`config.mk`:
```
export PLATFORM = sky130hd
export DESIGN_NAME = fetch_state_unit
export DESIGN_NICKNAME = d
export VERILOG_FILES = /design/src/rtl/fetch_state_unit.sv
export SDC_FILE = /design/constraint.sdc
export NUM_CORES = 1
export LEC_CHECK = 0
export CAP_MARGIN = 20
export CELL_PAD_IN_SITES_DETAIL_PLACEMENT = 0
export CELL_PAD_IN_SITES_GLOBAL_PLACEMENT = 1
export CORE_MARGIN = 10
export CORE_UTILIZATION = 33
export CTS_CLUSTER_SIZE = 8
export DETAILED_ROUTE_END_ITERATION = 16
export PLACE_DENSITY_LB_ADDON = 0.1
export SYNTH_ARGS = -nofsm -noshare
export SYNTH_HDL_FRONTEND = slang
export SYNTH_SLANG_ARGS = --single-unit
```
`constraint.sdc`:
```
create_clock -name CLK -period 14.4 [get_ports CLK]
set_clock_uncertainty 0.15 [all_clocks]
set_input_delay 4.32 -clock CLK [delete_from_list [all_inputs] [get_ports CLK]]
set_output_delay 4.32 -clock CLK [all_outputs]
set_load 0.005 [all_outputs]
```
`src/rtl/fetch_state_unit.sv`:
```
`default_nettype none
// ============================================================================
// Module   : fetch_state_unit
// Purpose  : Architectural state of the multi-cycle datapath. Holds the
//            program counter, instruction register and memory data register,
//            drives the shared instruction/data memory address, selects the
//            next PC, counts retired fetches and flags misaligned PC loads.
// Ports    : CLK, RST          clock, asynchronous active-high reset
//            PCWE, Branch, Zero PC write enables (Branch qualified by Zero)
//            PCSel[1:0]        next-PC source (ALUResult/ALUOut/jump/hold)
//            IRWE              instruction register load strobe
//            IDSel             memory address select (0 = PC, 1 = ALUOut)
//            ALUResult, ALUOut combinational / registered ALU results
//            MemRD             unified memory read data
//            Addr              memory address (combinational)
//            PC, Instr, MDR    architectural registers
//            OPCODE, FUNCT     instruction fields for the control unit
//            FetchCount        IR loads since reset (wrapping)
//            AlignErr          sticky misaligned-PC flag
// Revision : 1.0 - initial release
// ============================================================================
module fetch_state_unit #(
    parameter logic [31:0] RESET_PC = 32'h0000_0000
) (
    input  logic        CLK,
    input  logic        RST,
    input  logic        PCWE,
    input  logic        Branch,
    input  logic        Zero,
    input  logic [1:0]  PCSel,
    input  logic        IRWE,
    input  logic        IDSel,
    input  logic [31:0] ALUResult,
    input  logic [31:0] ALUOut,
    input  logic [31:0] MemRD,
    output logic [31:0] Addr,
    output logic [31:0] PC,
    output logic [31:0] Instr,
    output logic [5:0]  OPCODE,
    output logic [5:0]  FUNCT,
    output logic [31:0] MDR,
    output logic [31:0] FetchCount,
    output logic        AlignErr
);

    localparam logic [1:0] c_sel_alu_result = 2'b00;
    localparam logic [1:0] c_sel_alu_out    = 2'b01;
    localparam logic [1:0] c_sel_jump       = 2'b10;

    logic [31:0] r_pc;
    logic [31:0] r_instr;
    logic [31:0] r_mdr;
    logic [31:0] r_fetch_count;
    logic        r_align_err;

    logic        w_pc_en;
    logic        w_pc_load;
    logic [31:0] w_pc_next;

    assign w_pc_en = PCWE | (Branch & Zero);

    // Jump target uses the IR as currently held, so a jump issued on the same
    // edge as an IR load still targets the previous instruction's field.
    always_comb begin
        w_pc_next = r_pc;
        w_pc_load = 1'b0;
        case (PCSel)
            c_sel_alu_result: begin
                w_pc_next = ALUResult;
                w_pc_load = w_pc_en;
            end
            c_sel_alu_out: begin
                w_pc_next = ALUOut;
                w_pc_load = w_pc_en;
            end
            c_sel_jump: begin
                w_pc_next = {r_pc[31:28], r_instr[25:0], 2'b00};
                w_pc_load = w_pc_en;
            end
            default: begin
                // Reserved select: the PC holds regardless of the enables.
                w_pc_next = r_pc;
                w_pc_load = 1'b0;
            end
        endcase
    end

    always_ff @(posedge CLK or posedge RST) begin
        if (RST) begin
            r_pc          <= RESET_PC;
            r_instr       <= 32'h0000_0000;
            r_mdr         <= 32'h0000_0000;
            r_fetch_count <= 32'h0000_0000;
            r_align_err   <= 1'b0;
        end else begin
            r_mdr <= MemRD;
            if (w_pc_load) begin
                r_pc <= w_pc_next;
                // Misaligned targets are still loaded; only the flag records it.
                if (w_pc_next[1:0] != 2'b00) begin
                    r_align_err <= 1'b1;
                end
            end
            if (IRWE) begin
                r_instr       <= MemRD;
                r_fetch_count <= r_fetch_count + 32'd1;
            end
        end
    end

    assign Addr       = IDSel ? ALUOut : r_pc;
    assign PC         = r_pc;
    assign Instr      = r_instr;
    assign OPCODE     = r_instr[31:26];
    assign FUNCT      = r_instr[5:0];
    assign MDR        = r_mdr;
    assign FetchCount = r_fetch_count;
    assign AlignErr   = r_align_err;

endmodule
`default_nettype wire

```
# ---- Yosys cells after proc, flatten, opt, wreduce, memory -nomap -nowiden
# Cells that the tools add are included.
dict set report classes {
  n_addsub 1
  mul 0
  div 0
  order_cmp 0
  eq_ne 2
  shift 0
  mux 3
  bitwise 3
  reduce_logical 8
}
# op count
set op_table {}
lappend op_table {{$pmux 32 s3} 1}
lappend op_table {{$add 32x1->32 const B} 1}
lappend op_table {{$mux 32} 1}
lappend op_table {{$reduce_and 2->1} 2}
lappend op_table {{$reduce_bool 2->1} 2}
lappend op_table {{$reduce_and 3->1} 1}
lappend op_table {{$reduce_bool 3->1} 1}
lappend op_table {{$reduce_or 3->1} 1}
lappend op_table {{$eq 2x1->1 const B} 1}
lappend op_table {{$eq 2x2->1 const B} 1}
lappend op_table {{$logic_not 2->1} 1}
lappend op_table {{$and 1x1->1} 1}
lappend op_table {{$mux 1} 1}
lappend op_table {{$not 1->1} 1}
lappend op_table {{$or 1x1->1} 1}
dict set report totals {
  reg_bits 129
  latchBits 0
  ramBits 0
  mem_bits_ro 0
  in_bits 105
  memories 0
}

# ---- Longest topological paths before layout
dict set report depth {
  ltp_word 4
  mapped_depth 6
  ltp_nobuf 5
}

# ---- Least setup slack after synthesis
# Ideal clock, no wire load.
dict set report synth_timing {
  path_type {in2out}
  from {input port IDSel}
  to {output port Addr[10]}
  t_arrival_ps 5213
  setup_slack_ps 4717
  stages 3
  path_buffers 2
  path_cell_list {clkbuf_1 > buf_1 > mux2_2}
}
dict set report synth_via {
  elab_chain_len 1
}
# element line_no
set synth_lines {}
lappend synth_lines {{from (decl)} 32} ;# input logic IDSel,
lappend synth_lines {{$mux 32} 111} ;# assign Addr = IDSel ? ALUOut : r_pc;
lappend synth_lines {{to (decl)} 36} ;# output logic [31:0] Addr,
# Every way passes these cells.

# ---- Worst setup path after layout
dict set report layout_timing {
  from {input port IDSel}
  to {output port Addr[19]}
}
# The elaborated chain is that of the path after synthesis.

==> metrics.txt <==
per-cell routed wire length 19.6 um; Top FF cell, synth dfrtp_1; grt met1 use 18.8%; 1st-iter DRT viols 231; vias in the first global route 5,178; Worst Tran Pin Value 1.01 ns; Slew headroom 32.5%; ys async rst share 100%; combinational power share 21.1%; final estimated routing congestion in global placement 0.788; Yosys top cell by area dfrtp_1; HPWL after DPL 14.6 mm; setup TNS 0 ns; area grow syn2layout 59.9%; placed cells 952; Site Rows 48; met3 Resource Use GR 7.14%; hold path cells 1; Mapped Cells 485; remaining antenna violation count after routing 0; htree depth 4; Synth area leaders dfrtp_1, mux2_2, mux2i_1; Die Span Y 152 um; Avg Vias per Cell 4.75; minimum clock period 10.28 ns; NetSw 288 uW; antenna violations before repair 0; CTS sink cnt 129; Hold EP AlignErr; Internal 801 uW; grt met2 use 28.1%; Nets 852; #FFs+latches synth 129; Filler cells 1,521; Synth top cells by count dfrtp_1, mux2_2, nand2_1; Root Buffer clkbuf_16; worst path arrival time 5.81 ns; Setup-failing EPs final 0; Req. time, crit path 9.93 ns; grt ovf 0; TritonRoute pass-1 iters 4; Yosys cell types 32; Core ar. 17,200 um^2; die area 23,100 um^2; Fmax 0.0973 GHz; Peak VDD IR 0.0000791 V; final WL 19.3 mm; pre-CTS WS 4.09 ns; CTS Hold Bufs 0; Pwr Total 1090 uW; CP Launch Type input port; max_cap viols 0; All-Layer GR Usage 16.6%; R2R Path Start FetchCount[0]; Num CTS Buffers 17; Clock Power Share 38.7%; Max clock buf depth 2; n_diodes 0; outcome completed; R2R setup slack 12.29 ns; Post-synth EDFFs 0; crit-path max FO 32; HP Class flop to flop; DR vias 4,673; initial core utilization 33.5%; Post-Layout Cell Count 984; Synth Net Count 591; Post CTS Setup Buffer Count 0; RSZ-0062 raised after global routing false; final worst slack 4.12 ns; sw frac 26.4%; top cell type's share of synthesized area 56.2%; storage element area 3230 um^2; most common cell in the netlist dfrtp_1; WS Path Type input port to primary output; gr busiest metal met2; syn_area_per_cell 11.8 um^2; critical hold path startpoint AlignErr; sequential fraction of the synthesis area 56.2%; Final Max Slew Viols 0; DRC errors left 0; Leakage 0.00384 uW; largest net degree at the start of global routing 74; Post-Syn Area 5750 um^2; Seq pwr share 40.3%; CTS tree yes; post-CTS sizing 0; Final Hold Vio Count 0; layout cells sized above 1 15.0%; Multi-input gate area 2300 um^2; die width 152 um; I/O Buffers 277; reg2reg end FetchCount[10]; synth warn 0; Power Density 119 nW/um^2; Critical Path End Type primary output; r2r worst-path depth 5; clk_lat worst skew 0.41 ns; Final Cycle Share 71.4%; io pins 278; first-pass GRT wire length 30.7 mm; Worst-path clk slew 0.06 ns
layout by cell type, fill, tap and decap left out, types with 5 or more instances in the layout:
cell type        Yosys  final
a21oi_1             27     27
clkbuf_16            0     17
clkdlybuf4s50_1      0    273
dfrtp_1            129    129
mux2_2              65     65
mux2i_1             32     32
nand2_1             39     39
nand3_1             10     10
nand4_1             11     11
nor2_1              32     32
nor3_1               8      8
nor4_1               5      5
o21ai_0             30     30
o31ai_1              6      6
xnor2_1             21     21
xor2_1              10     10
per-layer routing:
| layer | part of all wire (%) | up-vias |
|---|---|---|
| met4 | 1.1 | 0 |
| met2 | 50 | 164 |
| met5 | 0 | - |
| met3 | 8.2 | 15 |
| met1 | 40 | 2280 |
| li1 | - | 2214 |
stage by stage:
stage               utilization, %  hold slack [ns]  cell area, um^2
CTS                           53.5            0.328             9190
global route                  53.5            0.342             9190
detailed placement            50.1            0.312             8610
finish                        53.5            0.325             9190
global placement              50.1            0.312             8610
floorplan                        -            0.315             5750
power groups by stage:
stage	Combinational, uW	Sequential (uW)	Clock, uW
detailed placement	234	445	0
global route	251	444	451
finish	229	438	421
floorplan	79.6	438	0
CTS	235	439	433
global placement	231	443	0
registers in the layout (all words and copies together), names as in the netlist:
signal and count:
AlignErr 1, FetchCount 32, Instr 32, MDR 32, PC 32
area by class of cell:
cell class	instances	share of cell area, %
Clock inverter	15	1.72
Tap cell	225	3.06
Clock buffer	17	4.63
Sequential cell	129	35.1
Multi-Input combinational cell	313	25.0
Inverter	5	0.231
Timing Repair Buffer	280	30.2
critical path, stage by stage:
cell and delay, ns:
buf_2 0.60, mux2_2 0.41, clkdlybuf4s50_1 0.45
cell families (layout without fill, tap and decap cells):
family	count (synthesis)	after routing	synth area share, %
AND/OR/NAND/NOR	119	119	10.7
adder cells (fa/ha/maj)	1	1	0.218
flip-flops	129	129	56.2
buffers and inverters	43	317	3.88
XOR/XNOR	31	31	4.72
multiplexers	97	97	18.3
AO/OA/AOI/OAI	65	65	6.03
worst max path at each step:
stage | startpoint | endpoint | depth (start not counted)
final | IDSel | Addr[19] | 3
after global routing | IDSel | Addr[17] | 3
after CTS | IDSel | Addr[22] | 3
after detailed placement | IDSel | Addr[25] | 3
after global placement | IDSel | Addr[16] | 3
after floorplan | IDSel | Addr[10] | 3
No activity file was read; power rests on OpenSTA's default activity.
